### config.mk
export PLATFORM = sky130hd
export DESIGN_NAME = sram2rw_port_arbiter
export DESIGN_NICKNAME = d
export VERILOG_FILES = /design/src/rtl/sram2rw_port_arbiter.sv
export SDC_FILE = /design/constraint.sdc
export NUM_CORES = 1
export LEC_CHECK = 0
export ABC_AREA = 1
export BUFFER_PORTS_ARGS = -buffer_cell sky130_fd_sc_hd__clkbuf_2
export CAP_MARGIN = 15
export CORE_MARGIN = 2
export CORE_UTILIZATION = 26
export CTS_CLUSTER_SIZE = 28
export DETAILED_ROUTE_END_ITERATION = 8
export MAX_ROUTING_LAYER = met4
export PLACE_DENSITY = 0.54
export SYNTH_ARGS = -nofsm -noshare
export SYNTH_HDL_FRONTEND = slang
export SYNTH_SLANG_ARGS = --single-unit
export TNS_END_PERCENT = 100
### constraint.sdc
create_clock -name clock -period 9.1 [get_ports clock]
set_input_delay 1.82 -clock clock [delete_from_list [all_inputs] [get_ports clock]]
set_output_delay 1.82 -clock clock [all_outputs]
set_load 0.03 [all_outputs]
### src/rtl/sram2rw_port_arbiter.sv
// sram2rw_port_arbiter: round-robin sharing of a dual-port 64x8 SRAM macro between NREQ requesters
module sram2rw_port_arbiter #(
  parameter int NREQ   = 4,
  parameter int ADDR_W = 6,
  parameter int DATA_W = 8
) (
  input  logic                     clock,
  input  logic                     reset,
  input  logic [NREQ-1:0]          req_valid,
  output logic [NREQ-1:0]          req_ready,
  input  logic [NREQ-1:0]          req_write,
  input  logic [NREQ*ADDR_W-1:0]   req_addr,
  input  logic [NREQ*DATA_W-1:0]   req_wdata,
  output logic [NREQ-1:0]          resp_valid,
  output logic [NREQ*DATA_W-1:0]   resp_rdata,
  output logic                     mem_ce1,
  output logic                     mem_ce2,
  output logic                     mem_csb1,
  output logic                     mem_csb2,
  output logic                     mem_web1,
  output logic                     mem_web2,
  output logic                     mem_oeb1,
  output logic                     mem_oeb2,
  output logic [ADDR_W-1:0]        mem_a1,
  output logic [ADDR_W-1:0]        mem_a2,
  output logic [DATA_W-1:0]        mem_i1,
  output logic [DATA_W-1:0]        mem_i2,
  input  logic [DATA_W-1:0]        mem_o1,
  input  logic [DATA_W-1:0]        mem_o2
);
  localparam int IW = NREQ > 1 ? $clog2(NREQ) : 1;
  logic [ADDR_W-1:0] addr [NREQ];
  logic [DATA_W-1:0] wdata [NREQ];
  logic [IW-1:0] rr_q, rr_d, g1, g2, own1_q, own1_d, own2_q, own2_d;
  logic g1_v, g2_v, gr1, gr2, rv1_q, rv1_d, rv2_q, rv2_d;
  function automatic logic [IW-1:0] wrap_inc(input logic [IW-1:0] x);
    return (x == IW'(NREQ - 1)) ? '0 : x + 1'b1;
  endfunction
  assign mem_ce1 = clock;
  assign mem_ce2 = clock;
  // Unpack the per-requester address and write-data slices
  always_comb begin
    for (int i = 0; i < NREQ; i++) begin
      addr[i]  = req_addr[i*ADDR_W +: ADDR_W];
      wdata[i] = req_wdata[i*DATA_W +: DATA_W];
    end
  end
  // Circular search from rr_q: port 1 takes the first valid requester, port 2 the next one that does not collide with it
  always_comb begin
    logic [IW-1:0] jj;
    int j;
    g1_v = 1'b0;
    g1 = '0;
    g2_v = 1'b0;
    g2 = '0;
    for (int k = 0; k < NREQ; k++) begin
      j = int'(rr_q) + k;
      j = j >= NREQ ? j - NREQ : j;
      jj = IW'(j);
      if (!g1_v && req_valid[jj]) begin
        g1_v = 1'b1;
        g1 = jj;
      end else if (g1_v && !g2_v && req_valid[jj] &&
                   !(addr[jj] == addr[g1] && (req_write[jj] || req_write[g1]))) begin
        g2_v = 1'b1;
        g2 = jj;
      end
    end
  end
  // Drive grants, macro controls, next pointer and read-owner tracking; reset blanks every grant
  always_comb begin
    gr1 = g1_v & ~reset;
    gr2 = g2_v & ~reset;
    req_ready = '0;
    if (gr1) req_ready[g1] = 1'b1;
    if (gr2) req_ready[g2] = 1'b1;
    mem_csb1 = ~gr1;
    mem_web1 = ~(gr1 & req_write[g1]);
    mem_oeb1 = ~(gr1 & ~req_write[g1]);
    mem_a1   = gr1 ? addr[g1] : '0;
    mem_i1   = (gr1 && req_write[g1]) ? wdata[g1] : '0;
    mem_csb2 = ~gr2;
    mem_web2 = ~(gr2 & req_write[g2]);
    mem_oeb2 = ~(gr2 & ~req_write[g2]);
    mem_a2   = gr2 ? addr[g2] : '0;
    mem_i2   = (gr2 && req_write[g2]) ? wdata[g2] : '0;
    rr_d   = gr2 ? wrap_inc(g2) : gr1 ? wrap_inc(g1) : rr_q;
    rv1_d  = gr1 & ~req_write[g1];
    rv2_d  = gr2 & ~req_write[g2];
    own1_d = g1;
    own2_d = g2;
  end
  // Pointer and read-owner registers; reset drops in-flight responses
  always_ff @(posedge clock or posedge reset) begin
    if (reset) begin
      rr_q   <= '0;
      rv1_q  <= 1'b0;
      rv2_q  <= 1'b0;
      own1_q <= '0;
      own2_q <= '0;
    end else begin
      rr_q   <= rr_d;
      rv1_q  <= rv1_d;
      rv2_q  <= rv2_d;
      own1_q <= own1_d;
      own2_q <= own2_d;
    end
  end
  // Route each port's read data to the requester that owned it last cycle
  always_comb begin
    resp_valid = '0;
    resp_rdata = '0;
    for (int i = 0; i < NREQ; i++) begin
      if (rv1_q && own1_q == IW'(i)) begin
        resp_valid[i] = 1'b1;
        resp_rdata[i*DATA_W +: DATA_W] = mem_o1;
      end
      if (rv2_q && own2_q == IW'(i)) begin
        resp_valid[i] = 1'b1;
        resp_rdata[i*DATA_W +: DATA_W] = mem_o2;
      end
    end
  end
endmodule
==> metrics.md, run 1 <==
| Metric | Value |
|---|---|
| WS Path Type | in2out |
| RD Place Congestion | 0.983 |
| Register area share after synthesis | 4.96% |
| Rel. slew slack | approximately half |
| Most used cell, CP | nand2_1 |
| Fillcell total | 1786 |
| Largest buffer count on any clock path | 2 |
| Worst-path clk slew | approximately 0.040 ns |
| Synth Warn # | 0 |
| Die height | 129 µm |
| Crit. End Element | output pin |
| Fin crit share | about 83% |
| Total track usage | 20.5% |
| CTS tree | yes |
| Synth top cells by count | 292 x nand2_1, 116 x nand3_1, 101 x inv_1 |
| Rows | 45 |
| Minimum clock period | 7.54 ns |
| Mapped Avg Cell Area | just under 5 µm² |
| Synth cell types | 34 |
| DRC violations left | 0 |
| Largest net degree at the start of global routing | 60 |
| CP max-delay cell | nand2_1 |
| IO Port Bufs | 157 |
| Vias per Instance | 5.24 |
| Met3 Use GR | 1.16% |
| Post-layout util | between 30% and 40% |
| Worst hold path class | reg2reg |
| Initial core utilization | approximately a quarter |
| Met2 usage | roughly 35% |
| Outcome | completed |
| First-pass GRT wire length | 26.5 mm |
| Ys async rst share | between 90% and 100% |
| WL per Instance | 15.6 µm |
| Clock Skews | 0.000473 ns |
| Iter 0 DRT Violations | 417 |
| Post-cts repair resize count | 0 |
| Die W | approximately 130 µm |
| RSZ-0062 raised after global routing | false |
| Dpl cells | 1128 |
| GRT met1 Usage | 26.3% |
| ANT cells | 0 |
| Post-Syn Area | slightly above 0.004 mm² |
| Root buffer cell | clkbuf_16 |
| Final Hold Vio Count | 0 |
| Dominant cell by count in the synthesized netlist | nand2_1 |
| Post-synth top area share | 27.2% |
| Via Count | 5937 |
| Arrival time at the worst endpoint | 5.72 ns |
| Worst-margin pin slew | 0.778 ns |
| Leading post-synthesis cells by cell area | nand2_1 27%, nand3_1 14%, inv_1 9.4% |
| Syn-to-layout area delta | 22.7% |
| CTS buffer count | 3 |
| Syn_nets | 907 |
| CTS hold repair buffers | 0 |
| Antenna violations before repair | 0 |
| Worst EP required | 7.28 ns |
| Cell Count, Final, Fillers Out | 1132 |
| Grt ovf | 0 |
| Layer with the highest usage | met2 |
| Detail Placement HPWL | 13.8 mm |
| Crit Path Max Fanout | 33 |
| Fmax | roughly 0.13 GHz |
| Cell count after synthesis | about 800 |
| Worst skew pair latency | 0.24 ns |
| Cell taking the most area after synthesis | nand2_1 |
| Cell family with most CP delay | simple AND/OR/NAND/NOR gates |
| Drt pass-1 iters | 5 |
| Top Ports | 158 |
| Area of the die | about 0.017 mm² |
| Top FF cell, synth | dfrtp_1 |
| CP peak stage delay | 0.48 ns |
| Max-Cap Viols | 0 |
| Antenna Violating Nets Remaining | 0 |
| Number of H-tree levels | 1 |
| Pins Over Slew Limit | 0 |
| Setup TNS | 0 ns |
| CP startpoint kind | primary input |
| Endpoints failing setup | 0 |
| Cell Chain, Critical Path | clkbuf_2 -> inv_1 -> o21ai_0 -> nand2_1 -> nand2_1 -> nand2_1 -> nand2_1 -> nand2_1 -> o21ai_1 -> nand2_1 -> nand3_1 -> nand3_1 -> nor2_1 -> nand2_1 -> nand2_1 -> nand2_2 -> nand2_4 -> inv_2 -> ha_1 -> a22o_1 -> clkbuf_2 |
| Share of cells above drive strength 1 | 21.1% |
| Post-CTS setup buffer count | 0 |
| CP bufs+invs | 4 |
| Number of global-route vias before repair | 5030 |
| Synth Register Bits | 8 |
| Final WL | 17.6 mm |
| Core area | 0.0152 mm² |
| Nets | 1035 |
| Number of synthesized flops with an enable pin | 0 |
-- layout by cell type (no fill, tap or decap) --
master and count:
clkinv_1 2, a21oi_1 36, dfrtp_1 8, nand2_2 10
o21ai_1 2, a22o_1 4, o22ai_1 38, inv_2 7
clkbuf_2 157, nand3_2 3, nand2_1 292, nand3_4 2
inv_1 101, nand3_1 116, nand4_1 1, a221oi_1 7
clkbuf_16 3, a22oi_1 1, ha_1 8, o21a_1 1
nand3b_1 5, o21ai_0 57, o21bai_1 2, nand2_4 3
o221ai_1 2, o211ai_1 5, nor2_1 38, nor2_2 9
mux2i_1 6, a21oi_2 1, buf_4 4, nor3_1 13
-- final cells by class --
class                   count  area, µm²  share of cell area (%)
clock inverters             1       3.75                  0.0759
flip-flops and latches      8        200                    4.05
repair buffers            159        806                    16.3
well taps                 188        235                    4.75
multi-input cells         662       3210                    64.9
clock buffers               5       85.1                    1.72
inverters                 109        409                    8.27
-- tightest hold or removal path, stage by stage (launching register included) --
cell and delay [ns]:
dfrtp_1 0.51, inv_2 0.21, o211ai_1 0.12
-- cells by family after synthesis --
kind of cell / count (synthesis) / share of synthesized area (%)
AND/OR/NAND/NOR: 492 / 53.2
AO/OA/AOI/OAI: 156 / 22.4
buffers and inverters: 147 / 15.5
adder cells (fa/ha/maj): 8 / 2.48
flip-flops: 8 / 4.96
multiplexers: 6 / 1.49
-- per-stage QoR --
stage | worst slack [ns] | area, µm² | hold WS (ns)
global route | 1.11 | 4950 | 0.953
CTS | 1.61 | 4950 | 0.908
floorplan | 2.59 | 4030 | 0.716
detailed placement | 1.62 | 4870 | 0.905
finish | 1.56 | 4950 | 0.903
global placement | 1.71 | 4870 | 0.894
-- registers in the layout, summed over array words and instances, names as in the netlist --
signal / count
own1_q: 2
own2_q: 2
rr_q: 2
rv1_q: 1
rv2_q: 1
-- final timing paths --
path                         startpoint      endpoint  slack, ns  depth (start not counted)
hold reg to reg                 rr_q[1]       rr_q[1]       0.90                          2
min in group asynchronous         reset         rv1_q       1.54                          2
max in group asynchronous         reset         rv2_q       7.29                          2
hold / removal                  rr_q[1]       rr_q[1]       0.90                          2
setup / recovery           req_valid[2]  req_ready[3]       1.56                         21
setup reg to reg                rr_q[0]       rr_q[1]       4.13                         23
-- layer usage --
layer  share of wire, %  up-vias
met4                1.9        0
met1                 43     2646
met2                 48      306
met5                  0        -
li1                   -     2954
met3                7.7       31
Power of run 1 is left out: the tool's default activity adds up to more than one toggle a clock period on the data nets, which glitch-free logic cannot reach.
==> run 2: changes to the inputs <==
- ABC_AREA: 1 -> 0
- PLACE_DENSITY: 0.54 -> 0.53
- clock period: 9.1 -> 7.3 ns (I/O delays scaled with it)
==> metrics.md, run 2 <==
| Metric | Value |
|---|---|
| CP startpoint kind | primary input |
| Largest net degree at the start of global routing | 50 |
| Top FF cell, synth | dfrtp_1 |
| Post-Syn Area | 0.00433 mm² |
| Post-CTS setup buffer count | 0 |
| CTS tree | yes |
| Largest buffer count on any clock path | 2 |
| Die height | 133 µm |
| Post-synthesis mux area share | 15.4% |
| Finished Cell Area | 0.00530 mm² |
| Crit Path Max Fanout | 21 |
| Worst EP required | 5.84 ns |
| Max VDD drop | 155 µV |
| Via Count | 5466 |
| Setup TNS | 0 ns |
| Rel. slew slack | 30.9% |
| Dominant cell by count in the synthesized netlist | nand2_1 |
| Largest family of logic cells by synthesized area | compound AO/OA/AOI/OAI gates |
| Ys async rst share | 100% |
| Most frequent cells in the layout | 157 x clkbuf_2, 98 x nand2_1, 52 x nor2_1 |
| CTS hold repair buffers | 0 |
| Die W | 133 µm |
| Antenna violations before repair | 0 |
| Fin crit share | between 90% and 100% |
| Worst-path clk slew | 0.04 ns |
| Rows | 47 |
| Pins Over Slew Limit | 0 |
| Max-Cap Viols | 0 |
| Share of cells above drive strength 1 | 30.3% |
| Grt ovf | 0 |
| Synth Register Bits | 8 |
| Synth Area in Adders | 2.54% |
| Total track usage | 19.4% |
| Register area share after synthesis | 4.62% |
| Most used cell, CP | clkbuf_2 |
| XOR/XNOR Fraction of Synth Area | 1.82% |
| RSZ-0062 raised after global routing | false |
| Lkg Pwr | 0.00241 µW |
| Placed Area | 0.00522 mm² |
| Final WL | 17.5 mm |
| Post-synth top area share | 8.49% |
| CP startpoint | req_valid[3] |
| Cell Chain, Critical Path | clkbuf_2 -> mux2_4 -> nand2_1 -> a311oi_1 -> xnor2_1 -> nor3_2 -> a21o_1 -> o2111ai_1 -> o211ai_2 -> o21ai_1 -> or2_0 -> o22ai_1 -> clkbuf_2 |
| Worst hold path class | in2async |
| Synth cell types | between 80 and 90 |
| Final Hold Vio Count | 0 |
| Worst flop-to-flop path startpoint | rr_q[1] |
| CTS buffer count | 3 |
| Cell count after synthesis | 624 |
| Drt pass-1 iters | 6 |
| PwrDens | 439 mW/mm² |
| Commonest non-fill, non-tap cell in the layout | clkbuf_2 |
| Number of synthesized flops with an enable pin | 0 |
| Nets | 840 |
| CP max-delay cell | a21o_1 |
| ANT cells | 0 |
| Synth Area in Compound Gates | 39.1% |
| Antenna Violating Nets Remaining | 0 |
| Outcome | completed |
| First-pass GRT wire length | 27.2 mm |
| RD Place Congestion | roughly 0.87 |
| Initial core utilization | 26.4% |
| Simple-gate share of the synthesized area | approximately 27% |
| DRC violations left | 0 |
| Number of global-route vias before repair | 4994 |
| Area of the die | 0.0177 mm² |
| Synth Warn # | 0 |
| Synth top cells by count | 98 x nand2_1, 52 x nor2_1, 36 x a22o_1 |
| Minimum clock period | 6.88 ns |
| Leading post-synthesis cells by cell area | nand2_1 8.5%, a22o_1 7.3%, mux4_2 6.2% |
| Post-cts repair resize count | 0 |
| Fmax | 0.145 GHz |
| Syn_nets | between 700 and 800 |
| Crit. End Element | output pin |
| Mapped Avg Cell Area | 6.94 µm² |
| Detail Placement HPWL | around 14 mm |
| Fillcell total | ~1800 |
| Cell taking the most area after synthesis | nand2_1 |
| Core area | 0.0164 mm² |
| Iter 0 DRT Violations | 392 |
| Worst-margin pin slew | 1.03 ns |
| Clock Skews | 0.00282 ns |
| Endpoints failing setup | 0 |
| Arrival time at the worst endpoint | 5.42 ns |
| Worst skew pair latency | roughly 0.24 ns |
| Top Ports | ~160 |
| Vias per Instance | 5.64 |
| CP peak stage delay | 0.56 ns |
| IO Port Bufs | 157 |
| Root buffer cell | clkbuf_16 |
| WL per Instance | 18.1 µm |
| Largest registers | own1_q (2), own2_q (2), rr_q (2) |
| Syn-to-layout area delta | 22.4% |
| WS Path Type | in2out |
| Number of H-tree levels | 1 |
run 2: cell types whose count changed after synthesis, moves of 18 or more:
cell and change:
a22o_1 +32, o22ai_1 -24, nand2_1 -194, mux2i_1 +19
a311oi_1 +22, inv_1 -75, nand3_1 -82, o21ai_0 -36
and3_1 +18
run 2: layout make-up:
class	count	area (µm²)	area share [%]
Timing Repair Buffer	169	893	16.8
Inverter	28	105	1.98
Clock buffer	6	88.8	1.68
Tap cell	220	275	5.19
Multi-Input combinational cell	538	3740	70.5
Sequential cell	8	203	3.82
run 2: kinds of logic (layout without fill, tap and decap cells):
| family | after synthesis | in the layout |
|---|---|---|
| and+or+nand+nor | 250 | 250 |
| AOI/OAI and AO/OA | 221 | 221 |
| buffers and inverters | 78 | 203 |
| muxes | 49 | 49 |
| adders and majority gates | 9 | 9 |
| xor gates and xnor gates | 9 | 9 |
| DFF | 8 | 8 |
run 2: path summary, 6_finish.rpt:
check	to	cells past startpoint	slack (ns)
min reg2reg	own2_q[1]	2	1.25
min in group clock	own2_q[1]	2	1.25
min	rv2_q	2	1.23
max	mem_i2[0]	13	0.42
max in group asynchronous	rr_q[0]	2	5.81
max reg2reg	rr_q[1]	13	2.96
run 2: worst max-delay path, delay by kind of cell:
| family | cells | cell delay [ns] |
|---|---|---|
| AO/OA/AOI/OAI | 6 | 2.04 |
| XOR/XNOR | 1 | 0.14 |
| buffers and inverters | 2 | 0.57 |
| multiplexers | 1 | 0.33 |
| AND/OR/NAND/NOR | 3 | 0.86 |
run 2: per-layer routing:
layer / part of all wire [%] / vias to the layer above / track usage (%) / wire length [µm]
met5: 0 / - / - / 0
met3: 5.9 / 28 / 1.99 / 1040
met2: 48 / 224 / 32.5 / 8390
met1: 44 / 2589 / 24.8 / 7740
li1: - / 2625 / - / -
met4: 2.1 / 0 / 5.20 / 371
run 2: power by group:
group | switching, µW | internal, µW | total (µW)
clock | 52.9 | 80.7 | 134
combinational | 1300 | 741 | 2040
sequential | 87.3 | 63.9 | 151
run 2: per-stage QoR:
step / power [µW] / hold WS (ns) / instances / util, % / setup slack (ns)
finish: 2330 / 1.23 / 969 / 32.3 / 0.424
global route: 2520 / 1.26 / 969 / 32.3 / 0.0881
CTS: 2320 / 1.24 / 969 / 32.3 / 0.470
detailed placement: 2210 / 1.23 / 965 / 31.8 / 0.516
global placement: 2210 / 1.25 / 965 / 31.8 / 0.504
floorplan: 1750 / 0.968 / 624 / - / 1.09
No activity file was read; power rests on OpenSTA's default activity.
